### src/rtl/glyph_pkg.sv
// Shared types and constants for the glyph ROM reader and its ROM mux.
package glyph_pkg;

  localparam int unsigned GLYPH_W      = 8;
  localparam int unsigned GLYPH_H      = 16;
  localparam int unsigned GLYPH_ADDR_W = 7;
  localparam int unsigned NUM_GLYPHS   = 10;

  typedef enum logic [2:0] {
    IDLE,
    FETCH,
    LAST,
    PRESENT,
    DONE
  } glyph_state_t;

endpackage

### src/rtl/glyph_row_packer.sv
// Walks one glyph in a 1-bit registered ROM and hands out its rows as bytes
// over a valid/ready handshake, one row fetched at a time.
module glyph_row_packer #(
  parameter int unsigned GLYPH_W = 8,
  parameter int unsigned GLYPH_H = 16,
  parameter int unsigned ADDR_W  = 7
) (
  input  logic               clock,
  input  logic               reset,
  input  logic               start,
  input  logic [3:0]         glyph_id,
  output logic [3:0]         rom_sel,
  output logic [ADDR_W-1:0]  rom_address,
  input  logic               rom_q,
  output logic [GLYPH_W-1:0] row_data,
  output logic [3:0]         row_index,
  output logic               row_valid,
  input  logic               row_ready,
  output logic               busy,
  output logic               done
);
  import glyph_pkg::*;

  localparam int unsigned ColW = $clog2(GLYPH_W);
  localparam int unsigned RowW = $clog2(GLYPH_H);

  glyph_state_t       state_q, state_d;
  logic [RowW-1:0]    row_q, row_d;
  logic [ColW-1:0]    col_q, col_d;
  logic [GLYPH_W-1:0] shift_q, shift_d;
  logic [GLYPH_W-1:0] row_data_q, row_data_d;
  logic [3:0]         sel_q, sel_d;
  logic               capture_q;
  logic               handshake;

  assign handshake = row_valid & row_ready;

  always_comb begin
    state_d    = state_q;
    row_d      = row_q;
    col_d      = col_q;
    sel_d      = sel_q;
    row_data_d = row_data_q;
    // ROM data trails its address by one cycle, so capture lags FETCH by one.
    shift_d    = capture_q ? {shift_q[GLYPH_W-2:0], rom_q} : shift_q;
    unique case (state_q)
      IDLE: begin
        if (start) begin
          sel_d   = glyph_id;
          row_d   = '0;
          col_d   = '0;
          state_d = FETCH;
        end
      end
      FETCH: begin
        col_d = col_q + 1'b1;
        if (col_q == ColW'(GLYPH_W - 1)) begin
          state_d = LAST;
        end
      end
      LAST: begin
        row_data_d = shift_d;
        state_d    = PRESENT;
      end
      PRESENT: begin
        if (handshake) begin
          if (row_q == RowW'(GLYPH_H - 1)) begin
            state_d = DONE;
          end else begin
            row_d   = row_q + 1'b1;
            col_d   = '0;
            state_d = FETCH;
          end
        end
      end
      DONE: begin
        row_d   = '0;
        col_d   = '0;
        state_d = IDLE;
      end
      default: state_d = IDLE;
    endcase
  end

  always_ff @(posedge clock) begin
    if (reset) begin
      state_q    <= IDLE;
      row_q      <= '0;
      col_q      <= '0;
      sel_q      <= '0;
      shift_q    <= '0;
      row_data_q <= '0;
      capture_q  <= 1'b0;
    end else begin
      state_q    <= state_d;
      row_q      <= row_d;
      col_q      <= col_d;
      sel_q      <= sel_d;
      shift_q    <= shift_d;
      row_data_q <= row_data_d;
      capture_q  <= (state_q == FETCH);
    end
  end

  assign rom_sel     = sel_q;
  assign rom_address = ADDR_W'({row_q, col_q});
  assign row_data    = row_data_q;
  assign row_index   = row_q;
  assign row_valid   = (state_q == PRESENT);
  assign busy        = (state_q != IDLE);
  assign done        = (state_q == DONE);

endmodule

### config.mk
export PLATFORM = sky130hd
export DESIGN_NAME = glyph_row_packer
export DESIGN_NICKNAME = d
export VERILOG_FILES = /design/src/rtl/glyph_pkg.sv /design/src/rtl/glyph_row_packer.sv
export SDC_FILE = /design/constraint.sdc
export NUM_CORES = 1
export LEC_CHECK = 0
export ABC_CLOCK_PERIOD_IN_PS = 3200
export CELL_PAD_IN_SITES_DETAIL_PLACEMENT = 0
export CELL_PAD_IN_SITES_GLOBAL_PLACEMENT = 1
export CORE_ASPECT_RATIO = 2
export CORE_MARGIN = 8
export CORE_UTILIZATION = 32
export CTS_BUF_LIST = sky130_fd_sc_hd__clkbuf_2
export CTS_CLUSTER_DIAMETER = 80
export DETAILED_ROUTE_END_ITERATION = 10
export GPL_ROUTABILITY_DRIVEN = 1
export PLACE_DENSITY = 0.68
export SYNTH_ARGS = -nofsm -noshare
export SYNTH_HDL_FRONTEND = slang
export SYNTH_SLANG_ARGS = --single-unit
### constraint.sdc
create_clock -name clock -period 3.2 [get_ports clock]
set_input_delay 0.48 -clock clock [delete_from_list [all_inputs] [get_ports clock]]
set_output_delay 0.48 -clock clock [all_outputs]
set_load 0.01 [all_outputs]
==> insert_results.sql, run 1 <==
INSERT INTO impl_metrics (metric_group, metric, value, unit) VALUES
('global_route', 'grtUsageTotal', '10.4', '%'),
('critical_path', 'cp-end-kind', 'output port', ''),
('clock_tree', 'cts.sink_count', '31', ''),
('placed_design', 'placedCellCount', '200', ''),
('die', 'die_h', '108', 'µm'),
('yosys', 'mean_cell_area_of_the_mapped_netlist', '10.9', 'µm²'),
('critical_path', 'critical_path_cell_count', '2', ''),
('timing', 'post-route-worst-setup-slack', '0.844', 'ns'),
('global_route', 'initial_antenna_violation_count', '0', ''),
('yosys', 'synth.most_common_cell', 'sky130_fd_sc_hd__dfxtp_1', ''),
('die', 'core_area', '0.00409', 'mm²'),
('critical_path', 'critical_path.slowest_cell', 'sky130_fd_sc_hd__or3_2', ''),
('yosys', 'synthesis.instances', '125', ''),
('timing', 'min_period_over_period', '73.6', '%'),
('yosys', 'share_of_async_settable_or_async_resettable_flops_after_synthesis', '0', '%'),
('clock_tree', 'cts_setup_buffers', '0', ''),
('critical_path', 'worst-endpoint-required', '2.72', 'ns'),
('route', 'drt_pre_antenna_iters', '2', ''),
('timing', 'rsz0062_at_grt', 'no', ''),
('critical_path', 'worstPathArrival', '1.88', 'ns'),
('route', 'routedWlPerCell', '15.2', 'µm'),
('yosys', 'synth_nets', '137', ''),
('die', 'fp.dieW', '62.1', 'µm'),
('clock_tree', 'clkSlewWorstSetupHoldPaths', '0.14', 'ns'),
('timing', 'fin_worst_hold_slack', '0.510', 'ns'),
('yosys', 'largest_cells_by_area_after_synthesis', 'sky130_fd_sc_hd__dfxtp_1, sky130_fd_sc_hd__mux2i_1, sky130_fd_sc_hd__nor2_1', ''),
('timing', 'maxClockFrequency', '424', 'MHz'),
('critical_path', 'r2r.worst_path.cells', '3', ''),
('route', 'finalWirelength', '3140', 'µm'),
('global_route', 'grt_pass1_vias', '1089', ''),
('global_route', 'grt-ovfl-total', '0', ''),
('die', 'io_pins', '35', ''),
('yosys', 'synth_largest_area_cell', 'sky130_fd_sc_hd__dfxtp_1', ''),
('final_layout', 'layout-drive-gt1-share', '14.9', '%'),
('critical_path', 'timing.critical_path.max_delay_family', 'simple AND/OR/NAND/NOR gates', ''),
('critical_path', 'critical_path_peak_fanout', '13', ''),
('timing', 'fin_worst_skew', '0.0113', 'ns'),
('yosys', 'synth-seq-area-share', '45.7', '%'),
('final_layout', 'finish.cell_count_without_fillers', '206', ''),
('critical_path', 'crit_buf_inv', '1', ''),
('route', 'drt_iter0_drc', '23', ''),
('min_path', 'min_from', 'row_data[5]', ''),
('clock_tree', 'cts-resized-gates', '0', ''),
('critical_path', 'critical_path.reg2reg.endpoint', 'row_data[1]', ''),
('outcome', 'status', 'finished clean', ''),
('placed_design', 'globalplace.congestion', '0.724', ''),
('clock_tree', 'clkLatencyLatePin', '0.34', 'ns'),
('global_route', 'global_route_wire_length_before_repair', '5220', 'µm'),
('clock_tree', 'post_cts_hold_buffer_count', '0', ''),
('route', 'dr_total_vias', '1022', ''),
('yosys', 'syn_area', '0.00136', 'mm²'),
('route', 'route.antenna.remaining_nets', '0', ''),
('final_layout', 'area.growth.synth_to_final', '26.1', '%'),
('global_route', 'grt_util_met2', '18.8', '%'),
('global_route', 'grt_start_max_net_pins', '23', ''),
('run', 'cap_violations', '0', ''),
('placed_design', 'placement.io_buffers', '34', ''),
('pwr', 'vdd_ir_drop_max', '0.000251', 'V'),
('critical_path', 'ff2ff_setup_slack', '1.54', 'ns'),
('yosys', 'ys.flop_type', 'sky130_fd_sc_hd__dfxtp_1', ''),
('die', 'std_cell_rows', '33', ''),
('critical_path', 'cp_cell_sequence', 'or3_2, clkdlybuf4s50_1', ''),
('critical_path', 'timing.critical_path.from_type', 'flop', ''),
('clock_tree', 'clock-root-buffer', 'sky130_fd_sc_hd__clkbuf_2', ''),
('pwr', 'cellPowerDensity', '366', 'mW/mm²'),
('die', 'start_util', '33.2', '%'),
('yosys', 'synth_warnings', '0', ''),
('global_route', 'gr-max-usage-layer', 'met2', ''),
('final_layout', 'nNetsFinal', '167', ''),
('critical_path', 'worstSetupEndpoint', 'busy', ''),
('die', 'floorplan.die_area', '0.00671', 'mm²');
-- through the flow --
stage | utilization [%] | cell area (µm²) | total power (µW)
final | 41.9 | 1710 | 627
after global placement | 41.1 | 1680 | 467
after CTS | 41.9 | 1710 | 638
after global routing | 41.9 | 1710 | 662
after detailed placement | 41.1 | 1680 | 469
after floorplan | - | 1360 | 442
-- cell usage in the layout, fill, tap and decap left out --
cell type / netlist / routed
sky130_fd_sc_hd__nand2b_1: 2 / 2
sky130_fd_sc_hd__a22oi_1: 1 / 1
sky130_fd_sc_hd__or3_2: 1 / 1
sky130_fd_sc_hd__mux2i_1: 13 / 13
sky130_fd_sc_hd__clkdlybuf4s50_1: 0 / 34
sky130_fd_sc_hd__clkbuf_2: 0 / 6
sky130_fd_sc_hd__nor2_1: 22 / 22
sky130_fd_sc_hd__o21bai_1: 1 / 1
sky130_fd_sc_hd__nor4b_2: 1 / 1
sky130_fd_sc_hd__a211oi_2: 3 / 3
sky130_fd_sc_hd__buf_4: 5 / 1
sky130_fd_sc_hd__nand3b_1: 1 / 1
sky130_fd_sc_hd__a22o_1: 2 / 2
sky130_fd_sc_hd__nor3b_4: 1 / 1
sky130_fd_sc_hd__a211oi_1: 6 / 6
sky130_fd_sc_hd__a221oi_2: 1 / 1
sky130_fd_sc_hd__a21oi_1: 3 / 3
sky130_fd_sc_hd__a22o_4: 1 / 1
sky130_fd_sc_hd__mux2_2: 1 / 1
sky130_fd_sc_hd__a311oi_2: 2 / 2
sky130_fd_sc_hd__and3b_2: 2 / 2
sky130_fd_sc_hd__a41oi_1: 1 / 1
sky130_fd_sc_hd__nor4b_4: 1 / 1
sky130_fd_sc_hd__nor3b_1: 1 / 1
sky130_fd_sc_hd__or2_1: 1 / 1
sky130_fd_sc_hd__nand3_1: 2 / 2
sky130_fd_sc_hd__nor3_1: 1 / 1
sky130_fd_sc_hd__and2_2: 1 / 1
sky130_fd_sc_hd__and4b_2: 1 / 1
sky130_fd_sc_hd__nor2b_1: 1 / 1
sky130_fd_sc_hd__a2111oi_0: 1 / 1
sky130_fd_sc_hd__or3_1: 1 / 1
sky130_fd_sc_hd__nand2_1: 3 / 3
sky130_fd_sc_hd__ha_1: 3 / 3
sky130_fd_sc_hd__dfxtp_1: 31 / 31
-- flip-flops by register name, summed over array words and instances, names as in the netlist --
signal / cells
state_q: 3
capture_q: 1
col_q: 3
row_data: 8
row_index: 4
shift_q: 8
rom_sel: 4
-- routing by layer --
metal  routed length (µm)  vias up
met2                 1740       28
met1                 1130      483
met4                   63        0
met5                    0        -
met3                  198        5
li1                     -      506
-- power breakdown --
part / internal, µW / leakage (µW) / total (µW) / switching, µW
logic: 33.2 / 0.000322 / 56.9 / 23.7
clock network: 49.5 / 0.0000249 / 168 / 119
registers: 393 / 0.000251 / 402 / 9.37
-- worst register-to-register path: stages (launching register included) --
cell and delay (ns):
sky130_fd_sc_hd__dfxtp_1 0.60, sky130_fd_sc_hd__nor3b_4 0.66, sky130_fd_sc_hd__nor2_1 0.08, sky130_fd_sc_hd__a211oi_1 0.24
-- final cells by class --
class                           instances  area [µm²]
Multi-Input combinational cell         82         648
Timing Repair Buffer                   35         348
Fill cell                             398        2380
Sequential cell                        31         621
Tap cell                               52        65.1
Clock buffer                            6        30.0
-- cell families (layout without fill, tap and decap cells) --
kind of cell,Yosys count,count (layout),synth area share (%)
fa+ha+maj,3,3,2.77
simple gates,43,43,19.1
buf+inv,12,41,6.54
flops,31,31,45.7
mux,14,14,10.4
compound gates,22,22,15.5
-- how the worst min path moves through the flow --
stage / end / slack (ns) / depth (start not counted)
after floorplan: shift_q[7] / 0.47 / 2
after global placement: rom_sel[1] / 0.48 / 2
after detailed placement: rom_sel[0] / 0.49 / 2
after CTS: row_data[3] / 0.51 / 2
after global routing: row_data[5] / 0.54 / 2
final: row_data[5] / 0.51 / 2
Note: power is estimated with default switching activity, not from simulation.
==> run 2: changes to the inputs <==
- ABC_CLOCK_PERIOD_IN_PS: 3200 -> 2200
- clock period: 3.2 -> 2.2 ns (I/O delays scaled with it)
==> run 2 against run 1 <==
Non-clock buffer count is 2 higher. Register-to-register slack worse by 0.96 ns. Power up 68%. Global-route usage is essentially flat. Sequential share of layout area is 0.78 points lower. Via count rose by 0.39%. Critical path depth is the same. Setup slack lost 0.75 ns. Largest power group unchanged. Critical endpoint unchanged. Flip-flop and latch count unchanged. Wire length is 1.1% lower.
==> insert_results.sql, run 2 (synthesis results as in run 1) <==
INSERT INTO impl_metrics (metric_group, metric, value, unit) VALUES
('outcome', 'status', 'finished clean', ''),
('global_route', 'grt-ovfl-total', '0', ''),
('timing', 'min_period', '2.10', 'ns'),
('global_route', 'global_route_wire_length_before_repair', '5200', 'µm'),
('critical_path', 'category_of_the_most_critical_setup_path', 'flop to output port', ''),
('clock_tree', 'cts.sink_count', '31', ''),
('die', 'std_cell_rows', '33', ''),
('route', 'route.antenna.remaining_nets', '0', ''),
('die', 'io_pins', '35', ''),
('placed_design', 'placed_wire_length_estimate', '2420', 'µm'),
('clock_tree', 'clkSlewWorstSetupHoldPaths', '0.18', 'ns'),
('critical_path', 'critical_path.max_stage_delay', '0.50', 'ns'),
('clock_tree', 'htree_levels', '2', ''),
('critical_path', 'worstReg2RegStart', 'row_index[1]', ''),
('timing', 'finalSetupViolCount', '0', ''),
('final_layout', 'most-common-layout-cells', 'sky130_fd_sc_hd__clkdlybuf4s50_1, sky130_fd_sc_hd__dfxtp_1, sky130_fd_sc_hd__nor2_1', ''),
('critical_path', 'timing.critical_path.from_type', 'flop', ''),
('route', 'drt_pre_antenna_iters', '3', ''),
('final_layout', 'area.growth.synth_to_final', '30.1', '%'),
('die', 'start_util', '33.2', '%'),
('critical_path', 'cp_cell_sequence', 'or3_2, clkdlybuf4s50_1', ''),
('run', 'cap_violations', '0', ''),
('timing', 'maxClockFrequency', '476', 'MHz'),
('clock_tree', 'cts-root-to-sink-buffers', '2', ''),
('pwr', 'cellPowerDensity', '597', 'mW/mm²'),
('critical_path', 'critical_path_peak_fanout', '13', ''),
('route', 'drc', '0', ''),
('die', 'floorplan.die_area', '0.00671', 'mm²'),
('final_layout', 'antenna_cells', '0', ''),
('die', 'fp.dieW', '62.1', 'µm'),
('clock_tree', 'cts_made_buffers', '5', ''),
('clock_tree', 'clkLatencyLatePin', '0.36', 'ns'),
('die', 'die_h', '108', 'µm'),
('critical_path', 'critical_path.startpoint', 'state_q[2]', ''),
('final_layout', 'most_common_library_cell_in_the_layout_ignoring_fill_and_taps', 'sky130_fd_sc_hd__clkdlybuf4s50_1', ''),
('placed_design', 'globalplace.congestion', '0.747', ''),
('global_route', 'grt_start_max_net_pins', '17', ''),
('min_path', 'min_from', 'row_data[1]', ''),
('timing', 'min_period_over_period', '95.6', '%'),
('final_layout', 'nNetsFinal', '169', ''),
('route', 'dr_total_vias', '1026', ''),
('timing', 'max_slew_margin', '55.8', '%'),
('clock_tree', 'clock-root-buffer', 'sky130_fd_sc_hd__clkbuf_2', ''),
('route', 'drt_iter0_drc', '15', ''),
('pwr', 'report.power.total', '1050', 'µW'),
('route', 'finalWirelength', '3100', 'µm'),
('final_layout', 'layout-drive-gt1-share', '18.4', '%'),
('timing', 'final_max_slew_viol_count', '0', ''),
('timing', 'fin_worst_skew', '0.0198', 'ns'),
('pwr', 'vdd_ir_drop_max', '0.000331', 'V'),
('timing', 'worst-slew-pin-transition', '0.662', 'ns'),
('timing', 'timing.final.hold_violations', '0', ''),
('critical_path', 'worst-endpoint-required', '1.87', 'ns'),
('timing', 'rsz0062_at_grt', 'no', ''),
('placed_design', 'placement.io_buffers', '34', ''),
('timing', 'totalNegativeSetupSlack', '0', 'ns'),
('clock_tree', 'cts_setup_buffers', '0', ''),
('global_route', 'initial_antenna_violation_count', '0', ''),
('critical_path', 'critical_path.slowest_cell', 'sky130_fd_sc_hd__clkdlybuf4s50_1', ''),
('global_route', 'grt_pass1_vias', '1053', ''),
('route', 'routedWlPerCell', '14.8', 'µm'),
('route', 'via_per_inst', '4.89', ''),
('critical_path', 'timing.critical_path.max_delay_family', 'buffers and inverters', ''),
('die', 'core_area', '0.00409', 'mm²'),
('global_route', 'grtUsageTotal', '10.4', '%'),
('critical_path', 'crit_buf_inv', '1', ''),
('critical_path', 'worstPathArrival', '1.77', 'ns'),
('clock_tree', 'cts_tree', 'done', ''),
('min_path', 'min-delay-path-class', 'flop to flop', ''),
('critical_path', 'cp-end-kind', 'output port', ''),
('pwr', 'leakage', '0.000625', 'µW');
[run 2: cell count changes in the layout (fill, tap and decap cells not counted), sizes merged]
cell,previous run,this run
buf,1,3
clkbuf,6,5
clkinv,0,2
bufinv,0,1
[run 2: path summary, 6_finish.rpt]
path                  end  slack [ns]  cells past startpoint
max                  busy         0.1                      2
min           row_data[1]        0.51                      2
max reg2reg  row_index[2]        0.58                      4
min reg2reg   row_data[1]        0.51                      2
[run 2: worst min-delay path: stages, from the launching register on]
cell and delay (ns):
sky130_fd_sc_hd__dfxtp_1 0.34, sky130_fd_sc_hd__nor2_1 0.09, sky130_fd_sc_hd__a211oi_1 0.05
[run 2: layer usage]
| layer | GRT usage [%] | part of all wire, % |
|---|---|---|
| met1 | 9.74 | 37 |
| met2 | 19.2 | 55 |
| met4 | 4.43 | 1.9 |
| met3 | 3.45 | 6.1 |
| met5 | 0 | 0 |
[run 2: stage by stage]
| stage | cell area, µm² | std cells | util [%] | hold slack, ns | setup WS (ns) |
|---|---|---|---|---|---|
| final | 1770 | 210 | 43.2 | 0.508 | 0.0975 |
| after global routing | 1770 | 210 | 43.2 | 0.539 | 0.00589 |
| after CTS | 1760 | 210 | 43.1 | 0.515 | 0.0238 |
| after detailed placement | 1700 | 202 | 41.5 | 0.485 | 0.404 |
| after global placement | 1700 | 202 | 41.5 | 0.488 | 0.413 |
| after floorplan | 1360 | 125 | - | 0.421 | 0.788 |
[run 2: what timing repair did]
| action | CTS | global route |
|---|---|---|
| resized for setup | 1 | 3 |
| endpoints found under the setup margin | 1 | 3 |
| hold buffers | 0 | 0 |
[run 2: cell type report]
type                            instances  area [µm²]
Fill cell                             382        2320
Multi-Input combinational cell         82         648
Sequential cell                        31         627
Timing Repair Buffer                   37         363
Tap cell                               52        65.1
Clock inverter                          3        38.8
Clock buffer                            5        25.0
[run 2: power by group]
part	switching, µW	internal (µW)
registers	10.1	571
logic	38.6	51.2
clock network	197	187
==> run 3: changes to the inputs <==
- ABC_AREA: unset -> 1
- CORE_ASPECT_RATIO: 2 -> unset
- PLACE_DENSITY: 0.68 -> 0.72
==> run 3 against run 2 <==
Core utilization grew 1.2 points. Die area decreased by 1.6%. Final cell count increased by 26%. Wire length decreased by 2.3%. Largest cell class unchanged.
==> insert_results.sql, run 3 <==
INSERT INTO impl_metrics (metric_group, metric, value, unit) VALUES
('pwr', 'cellPowerDensity', '874', 'mW/mm²'),
('placed_design', 'globalplace.congestion', '0.803', ''),
('yosys', 'synth_seq_cells', '31', ''),
('critical_path', 'timing.critical_path.max_delay_family', 'buffers and inverters', ''),
('die', 'start_util', '33.6', '%'),
('global_route', 'grt_util_met2', '16.7', '%'),
('yosys', 'synth_common_cells', 'sky130_fd_sc_hd__nor2_1, sky130_fd_sc_hd__dfxtp_1, sky130_fd_sc_hd__nand2_1', ''),
('critical_path', 'critical_path.max_stage_delay', '0.55', 'ns'),
('final_layout', 'nNetsFinal', '225', ''),
('route', 'drc', '0', ''),
('route', 'routedWlPerCell', '11.5', 'µm'),
('final_layout', 'fillers', '432', ''),
('die', 'io_pins', '35', ''),
('yosys', 'synth.most_common_cell', 'sky130_fd_sc_hd__nor2_1', ''),
('global_route', 'grt_start_max_net_pins', '17', ''),
('clock_tree', 'htree_levels', '2', ''),
('timing', 'maxClockFrequency', '493', 'MHz'),
('yosys', 'synth_warnings', '0', ''),
('clock_tree', 'cts_made_buffers', '5', ''),
('yosys', 'yosys.area_share.xor_xnor', '0', '%'),
('timing', 'rsz0062_at_grt', 'no', ''),
('critical_path', 'critical_path_peak_fanout', '7', ''),
('timing', 'max_slew_margin', '69.2', '%'),
('yosys', 'yosysUniqueCellTypes', '23', ''),
('final_layout', 'most-common-layout-cells', 'sky130_fd_sc_hd__nor2_1, sky130_fd_sc_hd__clkdlybuf4s50_1, sky130_fd_sc_hd__dfxtp_1', ''),
('critical_path', 'critical_path.slowest_cell', 'sky130_fd_sc_hd__clkdlybuf4s50_1', ''),
('global_route', 'grt-ovfl-total', '0', ''),
('timing', 'fin_worst_hold_slack', '0.471', 'ns'),
('clock_tree', 'clkSlewWorstSetupHoldPaths', '0.16', 'ns'),
('clock_tree', 'post_cts_hold_buffer_count', '0', ''),
('yosys', 'largest_cells_by_area_after_synthesis', 'sky130_fd_sc_hd__dfxtp_1, sky130_fd_sc_hd__nor2_1, sky130_fd_sc_hd__nand2_1', ''),
('yosys', 'synth_top_cell_area_share', '45.5', '%'),
('timing', 'finalSetupViolCount', '0', ''),
('global_route', 'global_route_wire_length_before_repair', '5350', 'µm'),
('critical_path', 'category_of_the_most_critical_setup_path', 'flop to output port', ''),
('yosys', 'ys.flop_type', 'sky130_fd_sc_hd__dfxtp_1', ''),
('yosys', 'mean_cell_area_of_the_mapped_netlist', '7.65', 'µm²'),
('global_route', 'initial_antenna_violation_count', '0', ''),
('pwr', 'seq_power_share', '43.3', '%'),
('timing', 'min_period_over_period', '92.3', '%'),
('clock_tree', 'cts-root-to-sink-buffers', '2', ''),
('critical_path', 'worst-endpoint-required', '1.87', 'ns'),
('yosys', 'post_synth_and_or_nand_nor_area_fraction', '29.7', '%'),
('yosys', 'main_combinational_cell_family_by_area_after_synthesis', 'simple AND/OR/NAND/NOR gates', ''),
('min_path', 'min-delay-path-class', 'flop to flop', ''),
('route', 'via_per_inst', '4.59', ''),
('timing', 'totalNegativeSetupSlack', '0', 'ns'),
('final_layout', 'finish.cell_count_without_fillers', '264', ''),
('route', 'dr_total_vias', '1213', ''),
('die', 'std_cell_rows', '23', ''),
('route', 'route.antenna.remaining_nets', '0', ''),
('final_layout', 'layout-drive-gt1-share', '11.7', '%'),
('clock_tree', 'cts_setup_buffers', '0', ''),
('die', 'floorplan.die_area', '0.00660', 'mm²'),
('clock_tree', 'clock-root-buffer', 'sky130_fd_sc_hd__clkbuf_2', ''),
('route', 'finalWirelength', '3030', 'µm'),
('pwr', 'vdd_ir_drop_max', '0.000478', 'V'),
('global_route', 'gr-max-usage-layer', 'met2', ''),
('final_layout', 'multiInputGateArea', '639', 'µm²'),
('clock_tree', 'cts_tree', 'done', ''),
('pwr', 'share_comb_of_total_power', '32.1', '%'),
('die', 'core_area', '0.00406', 'mm²'),
('timing', 'min_period', '2.03', 'ns'),
('global_route', 'gr-usage-met1', '11.9', '%'),
('critical_path', 'cp-end-kind', 'output port', ''),
('yosys', 'syn_area', '0.00136', 'mm²'),
('pwr', 'p_int', '1030', 'µW'),
('pwr', 'report.power.total', '1570', 'µW'),
('yosys', 'synth_largest_area_cell', 'sky130_fd_sc_hd__dfxtp_1', ''),
('yosys', 'synthesis.instances', '178', ''),
('placed_design', 'placed_wire_length_estimate', '2420', 'µm'),
('global_route', 'met3_layer_usage_reported_by_global_route', '4.08', '%'),
('run', 'cap_violations', '0', ''),
('pwr', 'clock_power_share', '24.6', '%'),
('placed_design', 'placement.io_buffers', '34', ''),
('critical_path', 'worstPathArrival', '1.70', 'ns'),
('critical_path', 'cp_cell_sequence', 'inv_2, nor2_1, clkdlybuf4s50_1', ''),
('route', 'drt_iter0_drc', '41', ''),
('critical_path', 'timing.critical_path.from_type', 'flop', ''),
('timing', 'timing.final.hold_violations', '0', ''),
('yosys', 'synth-compound-area-share', '10.1', '%'),
('global_route', 'grtUsageTotal', '10.3', '%'),
('final_layout', 'most_common_library_cell_in_the_layout_ignoring_fill_and_taps', 'sky130_fd_sc_hd__nor2_1', ''),
('clock_tree', 'clkLatencyLatePin', '0.37', 'ns'),
('die', 'die_h', '81.3', 'µm'),
('clock_tree', 'cts.sink_count', '31', ''),
('global_route', 'grt_pass1_vias', '1193', ''),
('route', 'drt_pre_antenna_iters', '4', ''),
('yosys', 'multiplexer_area_fraction_after_synthesis', '4.41', '%'),
('critical_path', 'ff2ff_setup_slack', '0.86', 'ns'),
('pwr', 'power.switching', '539', 'µW'),
('yosys', 'synth_nets', '190', ''),
('die', 'fp.dieW', '81.3', 'µm'),
('yosys', 'synth_edf_count', '0', ''),
('final_layout', 'seq_area', '623', 'µm²'),
('final_layout', 'share_of_the_core_filled_with_cells_in_the_final_layout', '44.4', '%'),
('pwr', 'leakage', '0.000707', 'µW'),
('outcome', 'status', 'finished clean', ''),
('timing', 'final_max_slew_viol_count', '0', ''),
('yosys', 'share_of_async_settable_or_async_resettable_flops_after_synthesis', '0', '%'),
('timing', 'worst-slew-pin-transition', '0.462', 'ns'),
('yosys', 'yosys.area_share.adder', '2.75', '%'),
('timing', 'fin_worst_skew', '0.0194', 'ns'),
('clock_tree', 'cts-resized-gates', '0', ''),
('pwr', 'sw_frac_of_total', '34.3', '%'),
('final_layout', 'antenna_cells', '0', ''),
('final_layout', 'area.growth.synth_to_final', '32.1', '%'),
('critical_path', 'crit_buf_inv', '2', ''),
('placed_design', 'placedCellCount', '256', ''),
('yosys', 'synth-seq-area-share', '45.5', '%');
## run 3: cell count changes after synthesis, sizes merged, moves of 3 or more
cell,before,now
o21ai,0,6
a22o,3,0
nand2,3,33
a211oi,9,0
inv,0,13
buf,12,6
nor2,22,42
nand3,2,11
a21oi,3,18
mux2i,13,6
clkbuf,0,3
## run 3: layer usage
layer  share of wire (%)  up-vias
li1                    -      636
met1                  46      549
met2                  46       22
met3                 6.2        6
met4                 1.5        0
met5                   0        -
## run 3: logic make-up (layout without fill, tap and decap cells)
group,after synthesis,after routing
adder cells (fa/ha/maj),3,3
AO/OA/AOI/OAI,26,26
multiplexers,6,6
AND/OR/NAND/NOR,90,90
buffers and inverters,22,58
flip-flops,31,31
## run 3: layout make-up
cell class                 count  share of cell area [%]
timing repair buffer          37                    20.2
clock buffer                   5                    1.39
tap                           50                    3.47
clock inverter                 3                    2.15
inverter                      13                    2.71
sequential                    31                    34.6
multi-input combinational    125                    35.5
## run 3: power groups by stage
| stage | registers [µW] | logic [µW] | clock network [µW] |
|---|---|---|---|
| CTS | 681 | 515 | 397 |
| detailed placement | 693 | 513 | 0 |
| floorplan | 690 | 327 | 0 |
| finish | 682 | 505 | 387 |
| global route | 694 | 573 | 420 |
| global placement | 693 | 512 | 0 |
## run 3: worst paths after layout
check | from | endpoint | depth (start not counted)
hold / removal | rom_sel[2] | rom_sel[2] | 2
setup / recovery | state_q[2] | done | 3
hold reg to reg | rom_sel[2] | rom_sel[2] | 2
setup reg to reg | row_index[0] | row_index[0] | 8
## run 3: worst register-to-register path: stages, from the launching register on
cell and delay [ns]:
sky130_fd_sc_hd__dfxtp_1 0.44, sky130_fd_sc_hd__ha_1 0.22, sky130_fd_sc_hd__nand2_1 0.07, sky130_fd_sc_hd__nor2_1 0.09, sky130_fd_sc_hd__nand2_1 0.09, sky130_fd_sc_hd__nand2_2 0.13
sky130_fd_sc_hd__nor2_4 0.06, sky130_fd_sc_hd__o21ai_1 0.11, sky130_fd_sc_hd__nor2_1 0.05
## run 3: stage by stage
step | cell area [µm²] | setup slack [ns]
2_1_floorplan | 1360 | 0.921
3_3_place_gp | 1730 | 0.527
3_5_place_dp | 1730 | 0.544
4_1_cts | 1800 | 0.105
5_1_grt | 1800 | 0.0564
6_report | 1800 | 0.170
